<file path="config.mk">
export PLATFORM = sky130hd
export DESIGN_NAME = demux_pulse_seq
export DESIGN_NICKNAME = d
export VERILOG_FILES = /design/src/rtl/demux_seq_pkg.sv /design/src/rtl/demux_pulse_seq_pulse_timer.sv /design/src/rtl/demux_pulse_seq.sv
export SDC_FILE = /design/constraint.sdc
export NUM_CORES = 1
export LEC_CHECK = 0
export CORE_AREA = 2 2 39 41
export CTS_BUF_LIST = sky130_fd_sc_hd__clkbuf_4 sky130_fd_sc_hd__clkbuf_8
export DETAILED_ROUTE_END_ITERATION = 12
export DIE_AREA = 0 0 41 43
export PLACE_DENSITY = 0.85
export SLEW_MARGIN = 20
export SYNTH_ARGS = -nofsm -noshare
export SYNTH_HDL_FRONTEND = slang
export SYNTH_SLANG_ARGS = --single-unit
</file>
<file path="constraint.sdc">
create_clock -name clk -period 3.8 [get_ports clk]
set_input_delay 0.38 -clock clk [delete_from_list [all_inputs] [get_ports clk]]
set_output_delay 0.38 -clock clk [all_outputs]
set_load 0.02 [all_outputs]
</file>
<file path="src/rtl/demux_seq_pkg.sv">
// Shared types and helpers for the demux pulse sequencer.
// State encoding for the sequencer FSM plus the effective-length rule.
package demux_seq_pkg;

   localparam int STATE_W = 2;

   typedef enum logic [STATE_W-1:0] {
      IDLE  = 2'd0,
      SETUP = 2'd1,
      PULSE = 2'd2,
      GUARD = 2'd3
   } state_t;

   // A programmed length of 0 still produces a single-cycle pulse.
   function automatic int unsigned eff_len(input int unsigned len);
      return (len == 0) ? 32'd1 : len;
   endfunction

endpackage

</file>
<file path="src/rtl/demux_pulse_seq_pulse_timer.sv">
// pulse_timer: loadable down-counter that measures the PULSE phase.
// Load wins over decrement; the counter parks at zero and flags it.
module pulse_timer #(
   parameter int LEN_W = 4
) (
   input  logic             clk,
   input  logic             rst_n,
   input  logic             load_i,
   input  logic [LEN_W-1:0] load_val_i,
   input  logic             en_i,
   output logic             zero_o
);

   logic [LEN_W-1:0] cnt_q;
   logic [LEN_W-1:0] cnt_d;

   // Next count: reload on a new request, otherwise count down to zero.
   always_comb begin
      cnt_d = cnt_q;
      if (load_i) begin
         cnt_d = load_val_i;
      end else if (en_i && (cnt_q != '0)) begin
         cnt_d = cnt_q - LEN_W'(1);
      end
   end

   // Counter register.
   always_ff @(posedge clk) begin
      if (!rst_n) begin
         cnt_q <= '0;
      end else begin
         cnt_q <= cnt_d;
      end
   end

   assign zero_o = (cnt_q == '0);

endmodule

</file>
<file path="src/rtl/demux_pulse_seq.sv">
// demux_pulse_seq: drives sel/data of a 1-to-N demux so that sel is
// settled one cycle before data rises and held one guard cycle after it
// falls. Requests arrive on a valid/ready handshake.
// Optional build macro DEMUX_SCAN_AUTO_EN adds scan_en and a round-robin
// scan pointer that self-issues requests while no explicit one is pending.
module demux_pulse_seq
   import demux_seq_pkg::*;
#(
   parameter int N        = 8,
   parameter int SEL_W    = 3,
   parameter int LEN_W    = 4,
   parameter int SCAN_LEN = 1
) (
   input  logic             clk,
   input  logic             rst_n,
   input  logic             req_valid,
   output logic             req_ready,
   input  logic [SEL_W-1:0] req_ch,
   input  logic [LEN_W-1:0] req_len,
   output logic [SEL_W-1:0] sel,
   output logic             data,
   output logic             busy,
   output logic             done,
   output logic             err
`ifdef DEMUX_SCAN_AUTO_EN
   ,
   input  logic             scan_en
`endif
);

   // Channel limit widened by one bit so N itself is representable.
   localparam logic [SEL_W:0] N_L = (SEL_W+1)'(N);

   // Elaboration-time sanity checks on the configuration.
   if ((2 ** SEL_W) < N) begin : g_bad_sel_w
      $error("SEL_W too narrow for N channels");
   end
   if ((SCAN_LEN >> LEN_W) != 0) begin : g_bad_scan_len
      $error("SCAN_LEN does not fit in LEN_W bits");
   end

   state_t           state_q, state_d;
   logic [SEL_W-1:0] sel_q, sel_d;
   logic             data_q, data_d;
   logic             done_q, done_d;
   logic             err_q, err_d;

   logic             issue_valid;
   logic [SEL_W-1:0] issue_ch;
   logic [LEN_W-1:0] issue_len;
   logic             ch_ok;
   logic             accept;

   logic             timer_load;
   logic [LEN_W-1:0] timer_val;
   logic             timer_zero;

`ifdef DEMUX_SCAN_AUTO_EN
   localparam logic [LEN_W-1:0] SCAN_L = LEN_W'(eff_len(SCAN_LEN));

   logic [SEL_W-1:0] ptr_q, ptr_d;
   logic             scan_q, scan_d;
   logic             issue_scan;

   // Request source: an explicit request always beats the scan pointer.
   always_comb begin
      issue_valid = req_valid;
      issue_ch    = req_ch;
      issue_len   = LEN_W'(eff_len(32'(req_len)));
      issue_scan  = 1'b0;
      if (!req_valid && scan_en) begin
         issue_valid = 1'b1;
         issue_ch    = ptr_q;
         issue_len   = SCAN_L;
         issue_scan  = 1'b1;
      end
   end

   // Remember whether the transaction in flight came from the scanner and
   // advance the pointer on the edge that raises that transaction's done.
   always_comb begin
      scan_d = scan_q;
      ptr_d  = ptr_q;
      if (accept) begin
         scan_d = issue_scan;
      end
      if ((state_q == GUARD) && scan_q) begin
         ptr_d = (ptr_q == SEL_W'(N - 1)) ? '0 : ptr_q + SEL_W'(1);
      end
   end

   // Scan pointer and origin flag registers.
   always_ff @(posedge clk) begin
      if (!rst_n) begin
         ptr_q  <= '0;
         scan_q <= 1'b0;
      end else begin
         ptr_q  <= ptr_d;
         scan_q <= scan_d;
      end
   end
`else
   assign issue_valid = req_valid;
   assign issue_ch    = req_ch;
   assign issue_len   = LEN_W'(eff_len(32'(req_len)));
`endif

   assign ch_ok  = ({1'b0, issue_ch} < N_L);
   assign accept = (state_q == IDLE) && issue_valid && ch_ok;

   pulse_timer #(
      .LEN_W (LEN_W)
   ) u_timer (
      .clk        (clk),
      .rst_n      (rst_n),
      .load_i     (timer_load),
      .load_val_i (timer_val),
      .en_i       (state_q == PULSE),
      .zero_o     (timer_zero)
   );

   // Next-state and registered-output decode for the sequencer.
   always_comb begin
      state_d    = state_q;
      sel_d      = sel_q;
      data_d     = 1'b0;
      done_d     = 1'b0;
      err_d      = 1'b0;
      timer_load = 1'b0;
      timer_val  = issue_len - LEN_W'(1);
      case (state_q)
         IDLE: begin
            if (issue_valid) begin
               if (ch_ok) begin
                  sel_d      = issue_ch;
                  timer_load = 1'b1;
                  state_d    = SETUP;
               end else begin
                  err_d = 1'b1;
               end
            end
         end
         SETUP: begin
            state_d = PULSE;
            data_d  = 1'b1;
         end
         PULSE: begin
            if (timer_zero) begin
               state_d = GUARD;
            end else begin
               data_d = 1'b1;
            end
         end
         GUARD: begin
            state_d = IDLE;
            done_d  = 1'b1;
         end
         default: begin
            state_d = IDLE;
         end
      endcase
   end

   // State and output registers; reset drops data and cancels done.
   always_ff @(posedge clk) begin
      if (!rst_n) begin
         state_q <= IDLE;
         sel_q   <= '0;
         data_q  <= 1'b0;
         done_q  <= 1'b0;
         err_q   <= 1'b0;
      end else begin
         state_q <= state_d;
         sel_q   <= sel_d;
         data_q  <= data_d;
         done_q  <= done_d;
         err_q   <= err_d;
      end
   end

   assign sel       = sel_q;
   assign data      = data_q;
   assign done      = done_q;
   assign err       = err_q;
   assign busy      = (state_q != IDLE);
   assign req_ready = (state_q == IDLE);

endmodule
</file>
Yosys cells after proc, flatten, opt, wreduce, memory -nomap -nowiden

Cells that the tools add are included.

Add/sub/neg operators: 2
Equality and inequality tests: 5
Muxes and demuxes: 11
Reduce and logical (&&, ||, !) cells: 9

Operators by type and width:

| cell                  | count |
|---|---|
| $mux W4               | 3 |
| $logic_not A4 Y1      | 2 |
| $pmux W2 S4           | 1 |
| $sub A4 B1 Y4 const B | 2 |
| $eq A2 B2 Y1 const B  | 2 |
| $mux W1               | 4 |
| $mux W2               | 2 |
| $ne A2 B2 Y1 const B  | 2 |
| $reduce_and A2 Y1     | 2 |
| $reduce_bool A2 Y1    | 2 |
| $reduce_bool A4 Y1    | 1 |
| $eq A2 B1 Y1 const B  | 1 |
| $logic_not A2 Y1      | 1 |
| $pmux W1 S2           | 1 |
| $logic_and A1 B1 Y1   | 1 |

Flip-flop bits (word level): 11
Input bits: 10
Output and inout bits: 8
Logic and storage cells: 32

Depth between registers and ports, before layout

Gate-level depths: netlist (run 1).

Depth after elaboration: 4
Mapped depth: 9
Gate-level depth less buffers: 9

Modules after synthesis

A second synthesis (run 1) with hierarchy kept.

Cells, all modules: 77
Area total of the unflattened synthesis: 655.6 µm²

By module, submodules not included:

| module          | instances | cells each | area each (µm²) | seq. area each (µm²) |
|---|---|---|---|---|
| demux_pulse_seq | 1         | 46         | 399.1           | 140.1 |
| pulse_timer     | 1         | 31         | 256.5           | 80.1 |

Worst setup path after synthesis (run 1)

No wires, ideal clock.

Path type: flip-flop to flip-flop
Start point: reg state_q[0]
End point: reg u_timer.cnt_q[2]
Setup time: 0.086 ns
Data arrival time: 2.146 ns
Required time: 3.714 ns
Path slack: 1.568 ns
Cell stages (with the launch flop): 10
Path buffers: 0
Clock period less this slack: 2.232 ns
Path through: dfxtp_1 > inv_1 > ha_1 > nand2_1 > or3_1 > o21ai_0 > ha_1 > nand2_1 > or3_1 > a221oi_2

Cells in the longest elaborated chain, start to end: 3
Elaborated cells between the ends (all ways): 6
Those cells by class: 1 x eq/ne; 2 x mux; 3 x reduce/logical

RTL lines:

| what                                          | RTL line                          | RTL |
|---|---|---|
| start: declaration                            | demux_pulse_seq.sv:42             | `state_t state_q, state_d;` |
| start signal: assignment                      | demux_pulse_seq.sv:173            | `state_q <= state_d;` |
| $logic_not A2 Y1 *                            | --                                |  |
| net req_ready                                 | demux_pulse_seq.sv:17             | `output logic req_ready,` |
| $mux W1 *                                     | demux_pulse_seq.sv:131            | `case (state_q)` |
| $mux W4 or $reduce_bool A2 Y1 (tied branches) | --                                |  |
| end signal: assignment                        | demux_pulse_seq_pulse_timer.sv:32 | `cnt_q <= cnt_d;` |
| end: declaration                              | demux_pulse_seq_pulse_timer.sv:14 | `logic [LEN_W-1:0] cnt_q;` |

The timed path passes the listed nets; every way through them passes the cells marked *.
A chain may end at the register's enable or synchronous reset.

Final worst setup path (run 1)

Start point: reg state_q[0]
End point: reg u_timer.cnt_q[2]

Cells in the longest elaborated chain, start to end: 3
Elaborated cells between the ends (all ways): 6
Those cells by class: 1 x eq/ne; 2 x mux; 3 x reduce/logical

RTL lines:

| what                                             | RTL line |
|---|---|
| $logic_not A2 Y1 or $eq A2 B2 Y1 (tied branches) | demux_pulse_seq.sv:131, demux_pulse_seq.sv:118 |
| $mux W1 or $logic_and A1 B1 Y1 (tied branches)   | demux_pulse_seq.sv:131, demux_pulse_seq_pulse_timer.sv:22 |
| $mux W4 or $reduce_bool A2 Y1 (tied branches)    | -- |

Parallel ways exist; a longest one is shown, timed or not.

==> flow_summary.json, run 1 <==
{
  "critPathCaptureType": "flop",
  "tns_ns": 0,
  "yosysUniqueCellTypes": 27,
  "finalMaxSlewViolations": 0,
  "cts-root-buf": "clkbuf_4",
  "syn_area_sq_um": 612,
  "syn_inst": 68,
  "p_clk_share_pct": 13.9,
  "instances_no_fill": 102,
  "path_clk_slew_ns": 0.08,
  "synth_seq_cells": 11,
  "grt_pass1_vias": 501,
  "synth.area.top_cells": "dfxtp_1 36%, ha_1 12%, a21oi_1 7.4%, nand2_1 5.5%, o41ai_4 4.5%",
  "min_period_ns": 2.29,
  "num_vias": 556,
  "reg2reg_to": "u_timer.cnt_q[2]",
  "gp_congestion": 0.742,
  "finalNetCount": 103,
  "drcViolationCount": 0,
  "routed_wire_length_per_instance_microns": 13.2,
  "slowest_delay_ns": 0.38,
  "setup_viol": 0,
  "cts.repair.resized": 0,
  "die-area_sq_mm": 0.00176,
  "mostFrequentLayoutCell": "clkdlybuf4s50_1",
  "yosys.area.top_type": "dfxtp_1",
  "grt_max_degree": 10,
  "max_freq_ghz": 0.436,
  "cts_num_sinks": 11,
  "drt_wl_total_mm": 1.35,
  "h-tree-depth": 1,
  "p_seq_share_pct": 31.7,
  "yosysWarnings": 0,
  "holdCritPathClass": "reg -> reg",
  "final_hold_viol_count": 0,
  "utilization_pct": 58.3,
  "coreArea_sq_mm": 0.00138,
  "dp.cells": 98,
  "hold_start": "sel[2]",
  "portBuffers": 16,
  "die_h_microns": 43,
  "start_util_pct": 44.2,
  "syn_avg_cell_area_sq_um": 9.00,
  "path_max_fanout": 8,
  "peakVddDrop_mv": 0.453,
  "min_period_over_period_pct": 60.3,
  "combPwrFrac_pct": 54.4,
  "drt-pass1-iter-count": 4,
  "rsz0062_at_grt": "no",
  "cp_slowest_cell": "or3_1",
  "fp.dieW_microns": 41,
  "most-common-layout-cells": "16 x clkdlybuf4s50_1, 11 x dfxtp_1, 9 x nand2_1, 9 x a21oi_1, 6 x ha_1",
  "antenna_found_initial": 0,
  "startpoint": "state_q[0]",
  "ant_nets": 0,
  "status": "finished, final reports clean",
  "rrSetupSlack_ns": 1.51,
  "synth_seq_area_share_pct": 36.0,
  "critPathArrivalTime_ns": 2.49,
  "powerDensity_mw_per_mm2": 747,
  "io_pins": 18,
  "p_sw_uw": 261,
  "drt-initial-drc-count": 5,
  "clock_latency_ns": 0.28,
  "cp.required_ns": 4.00,
  "num_antenna_cells": 0,
  "grt_first_pass_wirelength_mm": 2.08,
  "reg2regPathDepth": 9,
  "grt.total_usage_pct": 18.6,
  "p_leak_uw": 0.000320,
  "p_sw_share_pct": 43.3,
  "clk_path_buf_depth": 2,
  "synth_top_area_share_pct": 36.0,
  "hold_end": "sel[2]",
  "intPower_uw": 342,
  "gr-total-overflow": 0,
  "worstSetupPathType": "reg -> reg",
  "synthesis.nets": 84,
  "syn_to_final_growth_pct": 31.9,
  "cp-start-kind": "flop",
  "cap_violations": 0,
  "drive_gt1_share_pct": 9.30,
  "hpwlAfterDp_microns": 971,
  "postCtsHoldBufs": 0,
  "regToRegStartpoint": "state_q[0]",
  "fin_skew_ns": 0.00265,
  "num_rows": 14,
  "cts_made_buffers": 3,
  "crit_chain": "inv_1, ha_1, nand2_1, or3_1, o21ai_0, ha_1, nand2_1, or3_1, a221oi_2",
  "cts_tree": "done",
  "worstHoldPathCells": 2,
  "via_per_inst": 5.45,
  "cts_setup_buffers": 0
}
## cell families after synthesis
kind of cell | count (synthesis) | share of synthesized area (%)
adder cells (fa/ha/maj) | 6 | 12.3
other | 1 | 0.613
AND/OR/NAND/NOR | 23 | 19.0
buffers and inverters | 7 | 5.11
multiplexers | 1 | 1.64
AO/OA/AOI/OAI | 17 | 22.5
flip-flops | 11 | 36.0
XOR/XNOR | 2 | 2.86
## per-stage QoR
step	hold slack (ns)	power, uW	setup WS, ns	instance area (sq um)
floorplan	0.498	418	1.57	612
global placement	0.448	507	1.44	779
detailed placement	0.450	521	1.38	779
CTS	0.461	607	1.50	807
global route	0.478	644	1.32	807
finish	0.459	603	1.51	807
## metal layers
layer  routed length [microns]  GRT usage [%]  vias to the layer above
met5                         0              0                        -
met2                       713           31.3                       17
met3                        45           7.85                        4
li1                          -              -                      271
met1                       556           16.8                      264
met4                        32           12.0                        0
## sequential cells by signal, indices dropped and copies added (netlist names)
| signal | cells |
|---|---|
| data | 1 |
| done | 1 |
| state_q | 2 |
| sel | 3 |
| u_timer.cnt_q | 4 |
## worst max-delay path: cells and delay by family, from the launching register on
family	cells	cell delay, ns
AOI/OAI and AO/OA	2	0.33
adders and majority gates	2	0.45
DFF	1	0.36
and+or+nand+nor	4	0.96
buffers and inverters	1	0.12
## worst max path at each step
stage	to	slack (ns)
after floorplan	u_timer.cnt_q[2]	1.57
after global placement	u_timer.cnt_q[2]	1.44
after CTS	u_timer.cnt_q[2]	1.50
after global routing	u_timer.cnt_q[2]	1.32
after detailed placement	u_timer.cnt_q[2]	1.38
final	u_timer.cnt_q[2]	1.51
## power by group through the flow
stage                     Clock (uW)  Sequential (uW)  Combinational, uW
after global placement             0              192                314
after CTS                       86.8              191                329
final                           83.8              191                328
after floorplan                    0              198                219
after detailed placement           0              194                327
after global routing            92.3              196                356
## final cells by class
type	instances	area, sq um
Fill cell	124	577
Multi-Input combinational cell	50	360
Sequential cell	11	220
Timing Repair Buffer	16	160
Clock buffer	3	22.5
Tap cell	16	20.0
Inverter	5	18.8
Clock inverter	1	5.00
## synthesized netlist by cell type, drive strengths merged
| cell | instances |
|---|---|
| dfxtp | 11 |
| a21oi | 10 |
| nand2 | 9 |
| ha | 6 |
| inv | 4 |
| nand3 | 4 |
| a21o | 2 |
| and2 | 2 |
| buf | 2 |
| nor3 | 2 |
| or3 | 2 |
| a211oi | 1 |
| a221oi | 1 |
| clkinv | 1 |
| conb | 1 |
| mux2i | 1 |
| nand2b | 1 |
| nor2 | 1 |
| o21ai | 1 |
| o311ai | 1 |
| o41ai | 1 |
| or4 | 1 |
| or4b | 1 |
| xnor2 | 1 |
| xor2 | 1 |
Power figures use the tool's default switching activity.
==> inputs of run 2 (changes only) <==
- CORE_AREA: 2 2 39 41 -> not set
- CORE_MARGIN: not set -> 2
- CORE_UTILIZATION: not set -> 43
- DIE_AREA: 0 0 41 43 -> not set
- PLACE_DENSITY: 0.85 -> 0.84
- clock period: 3.8 -> 1.93 ns (I/O delays scaled with it)
==> run 2 against run 1 <==
Effect of this change: setup slack got worse by 1.5 ns; die area fell by 1.3%; non-clock buffer count rose by 12; first-iteration DRC count fell by 60%; critical path depth did not move; clock skew fell by 0.0011 ns; wire length rose by 10%; via count rose by 5.9%; combinational power rose to 2.7 times the previous value; critical path type unchanged; largest power group unchanged; highest routed layer unchanged.
==> flow_summary.json, run 2 (synthesized netlist as in run 1, its figures left out) <==
{
  "p_sw_uw": 574,
  "holdCritPathClass": "in -> reg",
  "cts-root-buf": "clkbuf_4",
  "grt.total_usage_pct": 20.5,
  "syn_to_final_growth_pct": 54.0,
  "path_clk_slew_ns": 0.07,
  "drt-initial-drc-count": 2,
  "p_clk_share_pct": 12.5,
  "grt_first_pass_wirelength_mm": 2.55,
  "drcViolationCount": 0,
  "setup_viol": 0,
  "grt_pass1_vias": 630,
  "p_leak_uw": 0.000389,
  "num_antenna_cells": 0,
  "total_power_uw": 1450,
  "gp_congestion": 0.797,
  "cap_violations": 0,
  "start_util_pct": 46.4,
  "drt_wl_total_mm": 1.48,
  "die-area_sq_mm": 0.00174,
  "fin_skew_ns": 0.00157,
  "p_seq_share_pct": 25.9,
  "p_sw_share_pct": 39.7,
  "mostFrequentLayoutCell": "clkdlybuf4s50_1",
  "largest_reg_flops": 4,
  "peakVddDrop_mv": 1.26,
  "combPwrFrac_pct": 61.6,
  "grt_max_degree": 10,
  "pre_cts_slack_ns": -0.180,
  "min_period_over_period_pct": 99.2,
  "drt-pass1-iter-count": 3,
  "h-tree-depth": 1,
  "status": "finished, final reports clean",
  "finalMaxSlewViolations": 0,
  "antenna_found_initial": 0,
  "final_hold_viol_count": 0,
  "gr-total-overflow": 0,
  "num_vias": 589,
  "hpwlAfterDp_mm": 1.12,
  "num_rows": 13,
  "postCtsHoldBufs": 0,
  "die_h_microns": 41.7,
  "clk_path_buf_depth": 2,
  "critPathCaptureType": "flop",
  "cp.required_ns": 2.13,
  "intPower_uw": 872,
  "ant_nets": 0,
  "io_pins": 18,
  "powerDensity_mw_per_mm2": 1540,
  "cts_made_buffers": 3,
  "clock_latency_ns": 0.28,
  "tns_ns": 0,
  "cts_tree": "done",
  "drive_gt1_share_pct": 32.7,
  "fp.dieW_microns": 41.7,
  "cts_num_sinks": 11,
  "max_freq_ghz": 0.523,
  "dpl-instance-area_sq_um": 870,
  "final_area_sq_um": 942,
  "utilization_pct": 71.5,
  "coreArea_sq_mm": 0.00132,
  "rsz0062_at_grt": "yes",
  "most-common-layout-cells": "16 x clkdlybuf4s50_1, 12 x buf_4, 9 x a21oi_1, 9 x dfxtp_1, 7 x nand2_1",
  "routed_wire_length_per_instance_microns": 13.1,
  "path_max_fanout": 4,
  "setup_slack_ns": 0.0163,
  "regMostFlops": "u_timer.cnt_q",
  "critPathArrivalTime_ns": 2.12,
  "portBuffers": 16,
  "finalNetCount": 115,
  "cp-start-kind": "flop",
  "worstSetupPathType": "reg -> reg",
  "min_period_ns": 1.91,
  "via_per_inst": 5.21
}
[run 2: layout make-up]
type / instances / area [sq um]
flip-flops and latches: 11 / 223
fillers: 106 / 375
well taps: 15 / 18.8
repair buffers: 28 / 250
inverters: 5 / 18.8
clock buffers: 4 / 30.0
multi-input cells: 50 / 402
[run 2: worst paths after layout]
kind,startpoint,end,slack [ns],cells after the start
setup / recovery,state_q[0],u_timer.cnt_q[2],0.02,9
hold reg to reg,sel[1],sel[1],0.46,2
setup reg to reg,state_q[0],u_timer.cnt_q[2],0.02,9
hold / removal,req_ch[1],sel[1],0.46,3
[run 2: repair_timing]
| item | CTS | global route |
|---|---|---|
| pin swaps | 0 | 2 |
| cloned | 0 | 0 |
| resized for setup | 1 | 5 |
| endpoints found under the setup margin | 1 | 1 |
| buffers inserted | 1 | 2 |
[run 2: through the flow]
step	hold slack (ns)	cells
floorplan	0.315	68
global placement	0.443	106
detailed placement	0.451	106
CTS	0.451	111
global route	0.479	113
finish	0.461	113
[run 2: power by group through the flow]
stage	logic (uW)	clock network, uW	registers [uW]
floorplan	494	0	396
global placement	787	0	370
detailed placement	819	0	375
CTS	845	190	369
global route	989	195	382
finish	891	181	375
[run 2: worst max-delay path, cell delays in order, from the launching register on]
cell      delay (ns)
dfxtp_2         0.32
inv_2           0.07
ha_4            0.16
nand2_4         0.04
or3_4           0.34
o21ai_2         0.06
ha_2            0.19
nand2_2         0.05
or3_4           0.36
a221oi_2        0.23
[run 2: metal layers]
metal	track usage, %	wire (microns)	vias to the layer above
met3	8.26	71	4
met5	0	0	-
met2	39.4	832	13
met4	14.8	40	0
met1	16.0	540	274
li1	-	-	298
==> inputs of run 3 (changes only) <==
- GPL_ROUTABILITY_DRIVEN: not set -> 0
- GPL_TIMING_DRIVEN: not set -> 1
==> results of run 3 <==
Same layout as run 2: the final DEF is identical, and so are final timing and power.
==> RTL edit, RTL diff (config.mk and constraints of run 3) <==
Build with the macro `DEMUX_SCAN_AUTO_EN` defined.
--- a/src/rtl/demux_pulse_seq.sv
+++ b/src/rtl/demux_pulse_seq.sv
@@ -4,4 +4,6 @@
 // Optional build macro DEMUX_SCAN_AUTO_EN adds scan_en and a round-robin
 // scan pointer that self-issues requests while no explicit one is pending.
+`define DEMUX_SCAN_AUTO_EN
+
 module demux_pulse_seq
    import demux_seq_pkg::*;
Interface: changed (added scan_en); port bits go from 18 to 19. The function was not compared with the original's and may differ.
==> RTL edit against run 3 <==
  * Sequential power is 26% higher
  * Sequential cell count is 4 higher
  * Setup slack better by 140 ps
  * Via count is 22% higher
  * Highest routed layer unchanged
  * Cell area is 13% higher
  * Wire length is 15% higher
  * Critical path depth is 6 lower
  * Sequential share of layout area is 4.6 points higher
  * Maximum frequency is 7.6% higher
  * Synthesized area is 32% higher
  * First-iteration DRC count grew to 4.5 times the old value
  * Critical path type is now register to output pin
  * Hold slack better by 31 ps
  * Total power is 4.7% lower
==> RTL edit: results <==
group,metric,value,unit
global_routing,antenna_found_initial,0,
final_layout,diodes,0,
sta,whs,492,ps
logic_synthesis,synth_top_area_cell,"dfxtp_1",
final_layout,largest_register_ffs,4,
placement,dp_slack,1.66,ps
logic_synthesis,synthArstFlopShare,0,
power,p_leak,0.446,nW
critical_path,rrSetupSlack,160,ps
critical_path,worst_path_largest_cell_delay,620,ps
clock_tree,clk_latency,280,ps
global_routing,track_usage,0.164,
final_layout,drive_gt1_frac,0.145,
critical_path,critPathTopFamily,"buffers and inverters",
global_routing,grt_max_degree,13,
logic_synthesis,ys_warn_count,0,
global_routing,grt_pass1_wl,2630,µm
power,vdd_drop_max,0.960,mV
placement,hpwl,1290,µm
drt,dr.pass1.iters,4,
placement,placed_cell_area,1010,µm²
drt,wl_per_cell,12.6,µm
critical_path,crit_fanout,11,
clock_tree,h-tree-depth,1,
min_path,hp-class,"register to register",
sta,finalMaxSlewViolations,0,
sta,min_period,1780,ps
sta,skew,10.8,ps
logic_synthesis,seq_area_frac_synth,0.371,
final_layout,largest-register,"u_timer.cnt_q",
clock_tree,cts_root_buf,"clkbuf_4",
run_status,outcome,"complete, no violations",
drt,via_count,721,
logic_synthesis,syn_area_per_cell,8.99,µm²
logic_synthesis,synthTopCellsByArea,"dfxtp_1, ha_1, mux2i_1, nor2_1, nand2_1",
clock_tree,path_clk_slew,100,ps
clock_tree,numCtsBuffers,3,
critical_path,cp.arrival,1590,ps
drt,drt-total-wl,1700,µm
clock_tree,clockBufferDepth,2,
global_routing,grt_pass1_vias,632,
placement,place_inst,131,
logic_synthesis,netlist_top_cells_count,"dfxtp_1, nor2_1, ha_1, nand2_1, mux2i_1",
drt,drt_iter0_drc,9,
logic_synthesis,syn_nets,108,
logic_synthesis,synth.distinct_cells,35,
placement,io_buffers,17,
critical_path,slowest_stage,"clkdlybuf4s50_1",
clock_tree,cts_hold_buf,0,
[RTL edit: changes by cell type in the layout (fill, tap and decap cells not counted), moves of 3 or more]
cell / change
a211oi_1: +3
a21oi_1: -6
buf_4: -9
dfxtp_1: +6
mux2i_1: +4
nor2_1: +8
o21ai_0: +3
[RTL edit: cell families after synthesis]
kind of cell               synth area share
AOI/OAI and AO/OA                     0.233
DFF                                   0.371
other                               0.00463
buffers and inverters                0.0448
adders and majority gates             0.108
and+or+nand+nor                       0.176
muxes                                0.0618
[RTL edit: worst reg2reg max path: stages, from the launching register on]
cell	delay, ps
dfxtp_1	350
inv_1	130
ha_4	220
nand2_1	130
o32ai_2	250
ha_2	250
a21boi_0	80
a2bb2oi_1	160
o211ai_1	100
[RTL edit: worst paths after layout]
path                                         startpoint                            end  depth (start not counted)
worst max-delay path            state_q[0]$_SDFFE_PN0P_                      req_ready                          3
worst min-delay path              ptr_q[1]$_SDFFE_PN0P_          ptr_q[1]$_SDFFE_PN0P_                          2
worst max register to register  state_q[0]$_SDFFE_PN0P_  u_timer.cnt_q[2]$_SDFFE_PN0P_                          8
worst min register to register    ptr_q[1]$_SDFFE_PN0P_          ptr_q[1]$_SDFFE_PN0P_                          2
[RTL edit: report_power, final]
part	switching, mW	internal, mW
Sequential	0.0771	0.395
Combinational	0.367	0.362
Clock	0.101	0.0768
Total	0.545	0.834
[RTL edit: final cells by class]
| class | instances | area [µm²] |
|---|---|---|
| Fill cell | 163 | 681 |
| Multi-Input combinational cell | 67 | 495 |
| Sequential cell | 15 | 300 |
| Timing Repair Buffer | 20 | 195 |
| Tap cell | 25 | 31.3 |
| Clock buffer | 3 | 22.5 |
| Inverter | 4 | 15.0 |
| Clock inverter | 1 | 5.00 |
[RTL edit: timing repair]
action,CTS,global route
gates resized for setup,0,4
endpoints found under the setup margin,0,2
buffers inserted,0,0
hold endpoints to repair,0,0
[RTL edit: metal layers]
metal,vias up,track usage,share of wire
li1,374,-,-
met1,322,0.228,0.49
met2,23,0.241,0.44
met3,2,0.0385,0.062
met4,0,0.0722,0.0076
met5,-,0,0
